==> src/rtl/adder_bist_pkg.sv <==
// Shared types and constants for the adder BIST driver: FSM states, the
// operand-vector record, LFSR constants and the fixed corner vectors.
package adder_bist_pkg;

  typedef enum logic [1:0] {
    ST_IDLE   = 2'd0,
    ST_DRIVE  = 2'd1,
    ST_SAMPLE = 2'd2,
    ST_DONE   = 2'd3
  } bist_state_e;

  // One stimulus vector for the 8-bit adder under test.
  typedef struct packed {
    logic [7:0] a;
    logic [7:0] b;
    logic       cin;
  } bist_vec_t;

  localparam logic [15:0] LFSR_MASK         = 16'hB400;
  localparam logic [15:0] DEFAULT_LFSR_SEED = 16'hACE1;

  // Corner vectors: all-zero, carry ripple through every bit, maximum sum
  // with carry-in, and alternating bit pattern with carry-in.
  localparam bist_vec_t CORNER_VEC0 = '{a: 8'h00, b: 8'h00, cin: 1'b0};
  localparam bist_vec_t CORNER_VEC1 = '{a: 8'hFF, b: 8'h01, cin: 1'b0};
  localparam bist_vec_t CORNER_VEC2 = '{a: 8'hFF, b: 8'hFF, cin: 1'b1};
  localparam bist_vec_t CORNER_VEC3 = '{a: 8'h55, b: 8'hAA, cin: 1'b1};

  localparam int unsigned NUM_CORNERS = 4;

  // One step of the 16-bit right-shifting Galois LFSR.
  function automatic logic [15:0] lfsr_next(input logic [15:0] l);
    return (l >> 1) ^ (l[0] ? LFSR_MASK : 16'h0000);
  endfunction

  // Corner vector lookup for indices 0..3.
  function automatic bist_vec_t corner_vec(input logic [1:0] idx);
    bist_vec_t v;
    unique case (idx)
      2'd0:    v = CORNER_VEC0;
      2'd1:    v = CORNER_VEC1;
      2'd2:    v = CORNER_VEC2;
      default: v = CORNER_VEC3;
    endcase
    return v;
  endfunction

  // Pseudo-random vector taken from an LFSR state.
  function automatic bist_vec_t vec_from_lfsr(input logic [15:0] l);
    bist_vec_t v;
    v.a   = l[7:0];
    v.b   = l[15:8];
    v.cin = l[3];
    return v;
  endfunction

endpackage

==> src/rtl/bist_lfsr16.sv <==
// 16-bit Galois LFSR used as the pseudo-random operand source.
// A load takes priority over a step in the same cycle.
module bist_lfsr16
  import adder_bist_pkg::*;
(
  input  logic        clk,
  input  logic        rst_n,
  input  logic        load,
  input  logic [15:0] seed,
  input  logic        step,
  output logic [15:0] value
);

  logic [15:0] value_q;
  logic [15:0] value_d;

  // Next state: reload from seed, advance one step, or hold.
  always_comb begin
    value_d = value_q;
    if (load) begin
      value_d = seed;
    end else if (step) begin
      value_d = lfsr_next(value_q);
    end
  end

  // State register; resets to the default seed so it is never all-zero.
  always_ff @(posedge clk or negedge rst_n) begin
    if (!rst_n) begin
      value_q <= DEFAULT_LFSR_SEED;
    end else begin
      value_q <= value_d;
    end
  end

  assign value = value_q;

endmodule

==> src/rtl/adder_bist_driver.sv <==
// BIST driver for the carry-skip adder: drives corner and LFSR vectors,
// captures the adder result one cycle later and compares it against a
// reference sum. Reports pass/fail, saturating error count and the index
// of the first failing vector.
module adder_bist_driver
  import adder_bist_pkg::*;
#(
  parameter int unsigned WIDTH       = 8,
  parameter int unsigned NUM_VECTORS = 256,
  parameter logic [15:0] LFSR_SEED   = DEFAULT_LFSR_SEED
) (
  input  logic             clk,
  input  logic             rst_n,
  input  logic             start,
  output logic [WIDTH-1:0] op_a,
  output logic [WIDTH-1:0] op_b,
  output logic             cin,
  input  logic [WIDTH-1:0] dut_sum,
  input  logic             dut_cout,
  output logic             busy,
  output logic             done,
  output logic             pass,
  output logic [7:0]       err_count,
  output logic [7:0]       first_fail_idx
);

  localparam logic [7:0] LAST_IDX   = 8'(NUM_VECTORS - 1);
  // Index after which the next vector comes from the LFSR.
  localparam logic [7:0] LAST_CORNR = 8'(NUM_CORNERS - 1);

  // Error counter increment that sticks at full scale.
  function automatic logic [7:0] sat_inc8(input logic [7:0] v);
    return (v == 8'hFF) ? v : v + 8'd1;
  endfunction

  bist_state_e      state_q, state_d;
  logic [7:0]       idx_q, idx_d;
  logic [WIDTH-1:0] op_a_q, op_a_d;
  logic [WIDTH-1:0] op_b_q, op_b_d;
  logic             cin_q, cin_d;
  logic [WIDTH:0]   cap_q, cap_d;
  logic             busy_q, busy_d;
  logic             done_q, done_d;
  logic             pass_q, pass_d;
  logic [7:0]       err_q, err_d;
  logic [7:0]       ffi_q, ffi_d;

  logic             lfsr_load;
  logic             lfsr_step;
  logic [15:0]      lfsr_value;
  logic [15:0]      lfsr_stepped;
  logic [7:0]       nxt_idx;
  logic             nxt_from_lfsr;
  bist_vec_t        load_vec;
  logic [WIDTH:0]   ref_sum;
  logic             mismatch;

  bist_lfsr16 u_lfsr (
    .clk   (clk),
    .rst_n (rst_n),
    .load  (lfsr_load),
    .seed  (LFSR_SEED),
    .step  (lfsr_step),
    .value (lfsr_value)
  );

  // The operand register must see the post-step LFSR value on the same edge
  // the LFSR itself advances, so the step is also computed here.
  assign lfsr_stepped  = lfsr_next(lfsr_value);
  assign nxt_idx       = idx_q + 8'd1;
  assign nxt_from_lfsr = (idx_q >= LAST_CORNR);

  // Reference result at full WIDTH+1 precision, from the registered operands.
  assign ref_sum  = {1'b0, op_a_q} + {1'b0, op_b_q} + {{WIDTH{1'b0}}, cin_q};
  assign mismatch = (cap_q != ref_sum);

  // Vector mux: vector 0 on start, otherwise the vector for the next index.
  always_comb begin
    load_vec = CORNER_VEC0;
    if (state_q == ST_SAMPLE) begin
      if (nxt_from_lfsr) begin
        load_vec = vec_from_lfsr(lfsr_stepped);
      end else begin
        load_vec = corner_vec(nxt_idx[1:0]);
      end
    end
  end

  // FSM next-state, operand loading, capture and result bookkeeping.
  always_comb begin
    state_d   = state_q;
    idx_d     = idx_q;
    op_a_d    = op_a_q;
    op_b_d    = op_b_q;
    cin_d     = cin_q;
    cap_d     = cap_q;
    busy_d    = busy_q;
    done_d    = done_q;
    pass_d    = pass_q;
    err_d     = err_q;
    ffi_d     = ffi_q;
    lfsr_load = 1'b0;
    lfsr_step = 1'b0;

    unique case (state_q)
      ST_IDLE, ST_DONE: begin
        if (start) begin
          state_d   = ST_DRIVE;
          idx_d     = 8'd0;
          err_d     = 8'd0;
          ffi_d     = 8'd0;
          done_d    = 1'b0;
          pass_d    = 1'b0;
          busy_d    = 1'b1;
          lfsr_load = 1'b1;
          op_a_d    = load_vec.a;
          op_b_d    = load_vec.b;
          cin_d     = load_vec.cin;
        end
      end

      ST_DRIVE: begin
        // Adder has had a full period since the operands changed.
        cap_d   = {dut_cout, dut_sum};
        state_d = ST_SAMPLE;
      end

      ST_SAMPLE: begin
        if (mismatch) begin
          err_d = sat_inc8(err_q);
          if (err_q == 8'd0) begin
            ffi_d = idx_q;
          end
        end
        if (idx_q == LAST_IDX) begin
          state_d = ST_DONE;
          busy_d  = 1'b0;
          done_d  = 1'b1;
          pass_d  = (err_q == 8'd0) && !mismatch;
        end else begin
          state_d   = ST_DRIVE;
          idx_d     = nxt_idx;
          lfsr_step = nxt_from_lfsr;
          op_a_d    = load_vec.a;
          op_b_d    = load_vec.b;
          cin_d     = load_vec.cin;
        end
      end

      default: begin
        state_d = ST_IDLE;
      end
    endcase
  end

  // All state and outputs clear immediately on reset; nothing survives it.
  always_ff @(posedge clk or negedge rst_n) begin
    if (!rst_n) begin
      state_q <= ST_IDLE;
      idx_q   <= 8'd0;
      op_a_q  <= '0;
      op_b_q  <= '0;
      cin_q   <= 1'b0;
      cap_q   <= '0;
      busy_q  <= 1'b0;
      done_q  <= 1'b0;
      pass_q  <= 1'b0;
      err_q   <= 8'd0;
      ffi_q   <= 8'd0;
    end else begin
      state_q <= state_d;
      idx_q   <= idx_d;
      op_a_q  <= op_a_d;
      op_b_q  <= op_b_d;
      cin_q   <= cin_d;
      cap_q   <= cap_d;
      busy_q  <= busy_d;
      done_q  <= done_d;
      pass_q  <= pass_d;
      err_q   <= err_d;
      ffi_q   <= ffi_d;
    end
  end

  assign op_a           = op_a_q;
  assign op_b           = op_b_q;
  assign cin            = cin_q;
  assign busy           = busy_q;
  assign done           = done_q;
  assign pass           = pass_q;
  assign err_count      = err_q;
  assign first_fail_idx = ffi_q;

endmodule
==> config.mk <==
export PLATFORM = sky130hd
export DESIGN_NAME = adder_bist_driver
export DESIGN_NICKNAME = d
export VERILOG_FILES = /design/src/rtl/adder_bist_pkg.sv /design/src/rtl/bist_lfsr16.sv /design/src/rtl/adder_bist_driver.sv
export SDC_FILE = /design/constraint.sdc
export NUM_CORES = 1
export LEC_CHECK = 0
export BUFFER_PORTS_ARGS = -buffer_cell sky130_fd_sc_hd__buf_4
export CORE_ASPECT_RATIO = 0.5
export CORE_MARGIN = 2
export CORE_UTILIZATION = 35
export CTS_CLUSTER_SIZE = 10
export DETAILED_ROUTE_END_ITERATION = 10
export SYNTH_ARGS = -nofsm -noshare
export SYNTH_HDL_FRONTEND = slang
export SYNTH_SLANG_ARGS = --single-unit
==> constraint.sdc <==
create_clock -name clk -period 6.56 [get_ports clk]
set_clock_uncertainty 0.1 [all_clocks]
set_input_delay 1.64 -clock clk [delete_from_list [all_inputs] [get_ports clk]]
set_output_delay 1.64 -clock clk [all_outputs]
set_load 0.05 [all_outputs]
* Word-level counts from Yosys, hierarchy flattened *
Cells that the tools add are included.

storage, ports and cells
  logic and storage cells = 83
  register bits = 71

operators by class
  mux-type cells = 39
  bitwise gates (word level) = 1
  equality and inequality tests = 14
  magnitude comparators = 1
  reduce and logical (&&, ||, !) cells = 12
  $add $sub $neg = 4

operators with widths
  kind                                                                                  number
  8-bit 2-to-1 mux                                                                      10
  8-bit one-hot mux with 2 select lines                                                 5
  17-bit one-hot mux with 3 select lines                                                1
  16-bit 2-to-1 mux                                                                     3
  17-bit 2-to-1 mux                                                                     2
  8-bit by 1-bit adder with 8-bit output (second input constant)                        2
  8-bit == test (second input constant)                                                 2
  15-bit by 16-bit bitwise XOR with 16-bit output                                       1
  1-bit 2-to-1 mux                                                                      11
  8-bit by 8-bit adder with 9-bit output                                                1
  9-bit by 1-bit adder with 9-bit output                                                1
  9-bit inequality test                                                                 1
  8-bit by 2-bit greater-or-equal comparator with 1-bit output (second input constant)  1
  8-bit logical NOT                                                                     1
  2-bit inequality test (second input constant)                                         4
  1-bit one-hot mux with 2 select lines                                                 4
  4-bit AND reduction                                                                   2
  2-bit == test (second input constant)                                                 3
  2-bit one-hot mux with 3 select lines                                                 1
  3-bit AND reduction                                                                   2
  2-bit by 1-bit == test with 1-bit output (second input constant)                      2
  2-bit logical NOT                                                                     2
  2-bit 2-to-1 mux                                                                      2
  2-bit by 1-bit inequality test with 1-bit output (second input constant)              2
  other kinds (4)                                                                       5

* Logic depth before layout (Yosys ltp) *
Gate-level depths: netlist of run 1.

  word-level depth = 7
  mapped depth = 10

* Cells and area by module *
Synthesis of run 1 repeated with hierarchy kept, for this count alone.

second synthesis, totals
  cells, all modules = 412
  area total of the unflattened synthesis = 3946.3 µm²

modules (own cells, without submodules)
  module             times used  area each (µm²)  cells an instance  sequential area each (µm²)
  adder_bist_driver  1           3141.8           338                1376.3
  bist_lfsr16        1           804.5            74                 410.4

* Worst setup path after synthesis of run 1 *
OpenSTA, ideal clock, no wires.

  kind = input-to-reg
  start point = in start
  end point = reg idx_q[7]
  cell stages on the path = 7
  data arrival time = 3.222 ns
  path slack = 3.161 ns
  required time = 6.382 ns
  library setup time = 0.078 ns
  cells stage by stage = nand2b_1 > clkbuf_1 > o21ai_0 > a21oi_1 > nand3_1 > or3_1 > a21oi_1

on the way
  word-level cells in the longest chain between the ends = 2

ends and longest elaborated chain
  element                                 line                      RTL
  from (decl)                             adder_bist_driver.sv:14   input logic start,
  2-bit inequality test (no source line)  -
  3-bit AND reduction (no source line)    -
  to (signal assigned)                    adder_bist_driver.sv:172  idx_q <= idx_d;
  to (decl)                               adder_bist_driver.sv:37   logic [7:0] idx_q, idx_d;

No other way between the ends.
A chain may end at the register's enable or synchronous reset.

* Final worst setup path of run 1 *
Same ends and word-level chain as after synthesis.

==> results of run 1 <==
-- registers in the layout, summed over array words and instances, names as in the netlist --
register        cells
cap_q               9
idx_q               8
cin                 1
op_a                8
done                1
err_count           8
busy                1
first_fail_idx      8
pass                1
u_lfsr.value       16
state_q             2
op_b                8
-- cell usage after synthesis (2+ instances only) --
master	number	area, um^2
a21o_1	4	30.0
a21oi_1	20	100
a22o_1	9	78.8
and2_1	3	18.8
buf_1	2	7.51
clkbuf_1	11	41.3
dfrtp_1	63	1580
dfstp_2	8	210
fa_1	2	40.0
ha_1	13	163
inv_1	10	37.5
mux2_2	10	113
nand2_1	73	274
nand2b_1	4	25.0
nand3_1	26	130
nand3b_1	2	15.0
nand4_1	5	31.3
nor2_1	26	97.6
nor2_2	2	12.5
nor3_1	2	10.0
o2111ai_1	2	17.5
o21ai_0	32	160
o21bai_1	2	15.0
o2bb2ai_1	2	17.5
o31ai_1	5	37.5
or2_2	2	12.5
or3_1	2	12.5
or4_1	3	22.5
or4b_2	2	20.0
xnor2_1	11	96.3
xor2_1	8	70.1
-- metrics by stage --
stage | util | hold slack, ns | instance area [um^2] | total power, W
6_report | 0.436 | 0.392 | 4440 | 0.00192
3_3_place_gp | 0.406 | 0.385 | 4140 | 0.00143
3_5_place_dp | 0.406 | 0.388 | 4140 | 0.00144
4_1_cts | 0.436 | 0.399 | 4440 | 0.00194
2_1_floorplan | - | 0.371 | 3650 | 0.00122
5_1_grt | 0.436 | 0.422 | 4440 | 0.00204
-- layer usage --
metal,part of all wire,track usage
met3,0.037,0.0575
met1,0.51,0.232
met5,0,0
met4,0.0092,0.0352
met2,0.44,0.233
-- worst min path at each step --
stage,endpoint,startpoint,slack (ns)
2_1_floorplan,u_lfsr.value[5],u_lfsr.value[6],0.37
3_3_place_gp,u_lfsr.value[6],u_lfsr.value[6],0.38
3_5_place_dp,u_lfsr.value[11],u_lfsr.value[11],0.39
4_1_cts,u_lfsr.value[11],u_lfsr.value[11],0.40
5_1_grt,u_lfsr.value[6],u_lfsr.value[7],0.42
6_report,u_lfsr.value[11],u_lfsr.value[11],0.39
-- cells by family (layout without fill, tap and decap cells) --
| group | count (synthesis) | count (layout) | synth area share |
|---|---|---|---|
| AO/OA/AOI/OAI | 85 | 85 | 0.148 |
| buffers and inverters | 25 | 75 | 0.0271 |
| flip-flops | 71 | 71 | 0.489 |
| AND/OR/NAND/NOR | 158 | 158 | 0.201 |
| adder cells (fa/ha/maj) | 15 | 15 | 0.0555 |
| XOR/XNOR | 19 | 19 | 0.0456 |
| multiplexers | 11 | 11 | 0.0336 |
-- report_power, final --
group / total (W) / internal, W / switching [W]
Combinational: 0.000815 / 0.000278 / 0.000537
Sequential: 0.000617 / 0.000527 / 0.0000900
Clock: 0.000491 / 0.000304 / 0.000186
Total: 0.00192 / 0.00111 / 0.000814
-- area by class of cell --
cell class              instances  area, um^2  area share
clock inverters                 5        58.8      0.0132
well taps                     140         175      0.0394
clock buffers                  11         243      0.0547
multi-input cells             288        1770       0.399
repair buffers                 49         368      0.0828
flip-flops and latches         71        1790       0.402
inverters                      10        37.5     0.00845
-- tightest hold or removal path: cells and delay by family (launching register included) --
kind	cells	cell delay (ns)
DFF	1	0.37
and+or+nand+nor	2	0.12
==> impl_metrics.yaml, run 1 <==
outcome:
  status: "complete, no violations"
logic_synthesis:
  synth_fp_nets: 411
  syn_inst: 384
  synth-main-ff-cell: "dfrtp_1"
  synth.distinct_cells: 49
  avgSynthCellArea_um2: 9.51
  synth_edf_count: 0
  synthesis.area_um2: 3650
  yosysWarnings: 0
  ys_ff_latch: 71
  async_reset_ff_frac: 1.00
  ys_seq_area_frac: 0.489
sta:
  tns_ns: 0
  max_freq_ghz: 0.281
  final_max_slew_viol_count: 0
  finalCritPeriodShare: 0.543
  slew_headroom: 0.307
  finalSetupViolCount: 0
  fin_ws_ns: 3.00
  tightestPinTransition_ns: 1.04
  min_period_ns: 3.56
  hold_viol: 0
  rsz0062_at_grt: "false"
floorplanning:
  start_util: 0.359
  row_count: 26
  fp.dieArea_um2: 11300
  io_pins: 48
  core_area_um2: 10200
  die_w_um: 148
  die_h_um: 76.2
detailed_routing:
  first_pass_iters: 4
  via_per_inst: 5.03
  wl_mm: 8.61
  vias: 2885
  ant_nets: 0
  drc_errors: 0
  wl_per_cell_um: 15.0
  drtIter0Drc: 226
clock_tree:
  holdBufCountCts: 0
  cts_tree: "built"
  cts_max_level: 3
  clk_pin_slew_ns: 0.06
  cts_buffer_depth: 2
  cts_setup_buffers: 0
  clk_latency_ns: 0.34
  cts_sinks: 71
  cts_resized: 0
  clockRootBuffer: "clkbuf_16"
  numCtsBuffers: 9
grt:
  grt_max_degree: 72
  grt_usage: 0.161
  grt_overflow: 0
  first_global_vias: 2724
  grt_pass1_wl_mm: 14.4
  antenna_found_initial: 0
placement:
  dp_hpwl_mm: 6.11
  gp_congestion: 0.834
  port_buffers: 47
  dp_slack_ns: 2.72
  dpl.cell_count: 558
worst_hold_path:
  min_path_type: "flip-flop to flip-flop"
  hold_depth: 2
final_layout:
  final_common_cell: "nand2_1"
  finalNonFillerCells: 574
  nFillCells: 986
  final_cell_mix: "nand2_1, dfrtp_1, buf_4"
  area_growth_pct: 21.6
  final_nets: 456
  antennaDiodeCount: 0
  layout-drive-gt1-share: 0.217
setup_path:
  rr_worst_depth: 9
  cp.required_ns: 6.73
  path_cells: "buf_4, nand2b_1, o21ai_0, a21oi_1, nand3_1, or3_1, a21oi_1"
  critPathSlowestCell: "a21oi_1"
  max_stage_delay_ns: 0.69
  worstPathArrival_ns: 3.73
  cp_common_cell: "a21oi_1"
  crit_path_start_kind: "input port"
  critPathBufInv: 1
  r2r_slack_ns: 3.12
  crit_path_end: "idx_q[7]"
  critPathKind: "input port to flip-flop"
  critPathLaunch: "start"
  cpLargestDelayFamily: "compound AO/OA/AOI/OAI gates"
  r2r_end: "err_count[3]"
  r2r-start: "op_a[0]"
  critical_path.endpoint_type: "flip-flop"
  cp.depth: 7
  cp_max_fo: 10
job:
  cap_violations: 0
pwr:
  p_per_area_nw_per_um2: 433
  leakagePower_nw: 2.03
  peakVddDrop_mv: 0.203
No activity file was read; power rests on OpenSTA's default activity.
==> run 2: changes to the inputs <==
==> constraint.sdc (replaced) <==
create_clock -name clk -period 3.7 [get_ports clk]
set_clock_uncertainty 0.1 [all_clocks]
set_input_delay 0.925 -clock clk [delete_from_list [all_inputs] [get_ports clk]]
set_output_delay 0.925 -clock clk [all_outputs]
set_load 0.05 [all_outputs]
==> run 2 against run 1 <==
Via count rose by 1.3%. Sequential power up 77%. Worst setup slack lost 2.7 ns. Critical path depth grew 2. Combinational power grew 79%. Sequential share of layout area down 0.40 points. Die area did not move. Core utilization up 0.44 points. Flip-flop and latch count is the same. Non-clock buffer count grew 1. Critical endpoint is now err_count[4]. Highest routed layer unchanged.
==> impl_metrics.yaml, run 2 (synthesis gave the netlist of run 1 again) <==
outcome:
  status: "complete, no violations"
final_layout:
  antennaDiodeCount: 0
  area_growth_pct: 22.9
  finalNonFillerCells: 575
  layout-drive-gt1-share: 0.216
  final_nets: 457
  design_area_um2: 4490
  largest_reg_flops: 16
  final_cell_mix: "nand2_1, dfrtp_1, buf_4"
  final_common_cell: "nand2_1"
placement:
  gp_congestion: 0.873
  dpl.cell_count: 559
  placed_area_um2: 4150
  port_buffers: 47
  dp_hpwl_mm: 6.26
clock_tree:
  clk_pin_slew_ns: 0.06
  cts_setup_buffers: 0
  numCtsBuffers: 9
  cts_tree: "built"
  clk_latency_ns: 0.33
  holdBufCountCts: 0
  cts_sinks: 71
  cts_max_level: 3
  cts_resized: 0
  clockRootBuffer: "clkbuf_16"
  cts_buffer_depth: 2
pwr:
  p_clk_frac: 0.278
  p_sw_frac: 0.406
  peakVddDrop_mv: 0.287
  intPower_w: 0.00210
  p_seq_frac: 0.309
  leakagePower_nw: 2.06
  p_per_area_nw_per_um2: 787
  p_total_w: 0.00353
  combPwrFrac: 0.413
  p_switching_w: 0.00143
sta:
  rsz0062_at_grt: "false"
  finalCritPeriodShare: 0.923
  slew_headroom: 0.333
  final_max_slew_viol_count: 0
  tightestPinTransition_ns: 0.997
  finalSetupViolCount: 0
  timing.hold.ws_ns: 0.400
  min_period_ns: 3.42
  max_freq_ghz: 0.293
  hold_viol: 0
  tns_ns: 0
setup_path:
  worstPathArrival_ns: 3.53
  critPathSlowestCell: "fa_1"
  critPathKind: "flip-flop to flip-flop"
  max_stage_delay_ns: 0.49
  critPathBufInv: 0
  crit_path_start_kind: "flip-flop"
  path_cells: "fa_1, fa_1, xnor2_1, xnor2_1, or4_1, or4_4, o21ai_2, or4b_2, nand3_1"
  cp.required_ns: 3.81
  critical_path.endpoint_type: "flip-flop"
  cp_max_fo: 12
  cpLargestDelayFamily: "simple AND/OR/NAND/NOR gates"
grt:
  grt_usage: 0.166
  first_global_vias: 2762
  antenna_found_initial: 0
  grt_overflow: 0
  grt_max_degree: 72
  grt_pass1_wl_mm: 14.7
detailed_routing:
  drc_errors: 0
  wl_mm: 8.79
  wl_per_cell_um: 15.3
  first_pass_iters: 4
  via_per_inst: 5.08
  vias: 2923
  ant_nets: 0
  drtIter0Drc: 268
floorplanning:
  core_area_um2: 10200
  row_count: 26
  start_util: 0.359
  die_w_um: 148
  die_h_um: 76.2
  io_pins: 48
  fp.dieArea_um2: 11300
job:
  cap_violations: 0
worst_hold_path:
  min_path_type: "flip-flop to flip-flop"
[run 2: power groups by stage]
stage,combinational (W),clock [W],sequential (W)
3_5_place_dp,0.00146,0,0.00111
3_3_place_gp,0.00145,0,0.00110
4_1_cts,0.00146,0.00101,0.00109
6_report,0.00146,0.000983,0.00109
5_1_grt,0.00162,0.00105,0.00112
2_1_floorplan,0.000872,0,0.00129
[run 2: path summary, 6_finish.rpt]
path	endpoint	from	depth (start not counted)	slack, ns
min in group asynchronous	idx_q[5]	rst_n	1	0.61
worst max-delay path	err_count[4]	op_a[0]	9	0.28
worst min-delay path	u_lfsr.value[5]	u_lfsr.value[6]	2	0.40
worst min register to register	u_lfsr.value[5]	u_lfsr.value[6]	2	0.40
max in group asynchronous	cap_q[4]	rst_n	1	2.29
worst max register to register	err_count[4]	op_a[0]	9	0.28
[run 2: final cells by class]
class,instances,area [um^2]
Tap cell,140,175
Clock inverter,5,106
Sequential cell,71,1790
Multi-Input combinational cell,288,1770
Clock buffer,11,233
Fill cell,976,5700
Timing Repair Buffer,50,375
Inverter,10,37.5
[run 2: worst reg2reg max path: cells and delay by family, from the launching register on]
kind	cells	cell delay, ns
AOI/OAI and AO/OA	1	0.37
xor gates and xnor gates	2	0.29
adders and majority gates	2	0.92
DFF	1	0.41
and+or+nand+nor	4	1.20
[run 2: per-stage QoR]
stage / setup WS [ns] / util
2_1_floorplan: 0.337 / -
3_3_place_gp: 0.364 / 0.407
3_5_place_dp: 0.278 / 0.407
4_1_cts: 0.262 / 0.441
5_1_grt: 0.0563 / 0.441
6_report: 0.284 / 0.441
[run 2: per-layer routing]
metal / vias to the layer above / share of wire / GRT usage
li1: 1442 / - / -
met1: 1436 / 0.52 / 0.245
met2: 41 / 0.44 / 0.237
met3: 4 / 0.033 / 0.0425
met4: 0 / 0.0085 / 0.0543
met5: - / 0 / 0
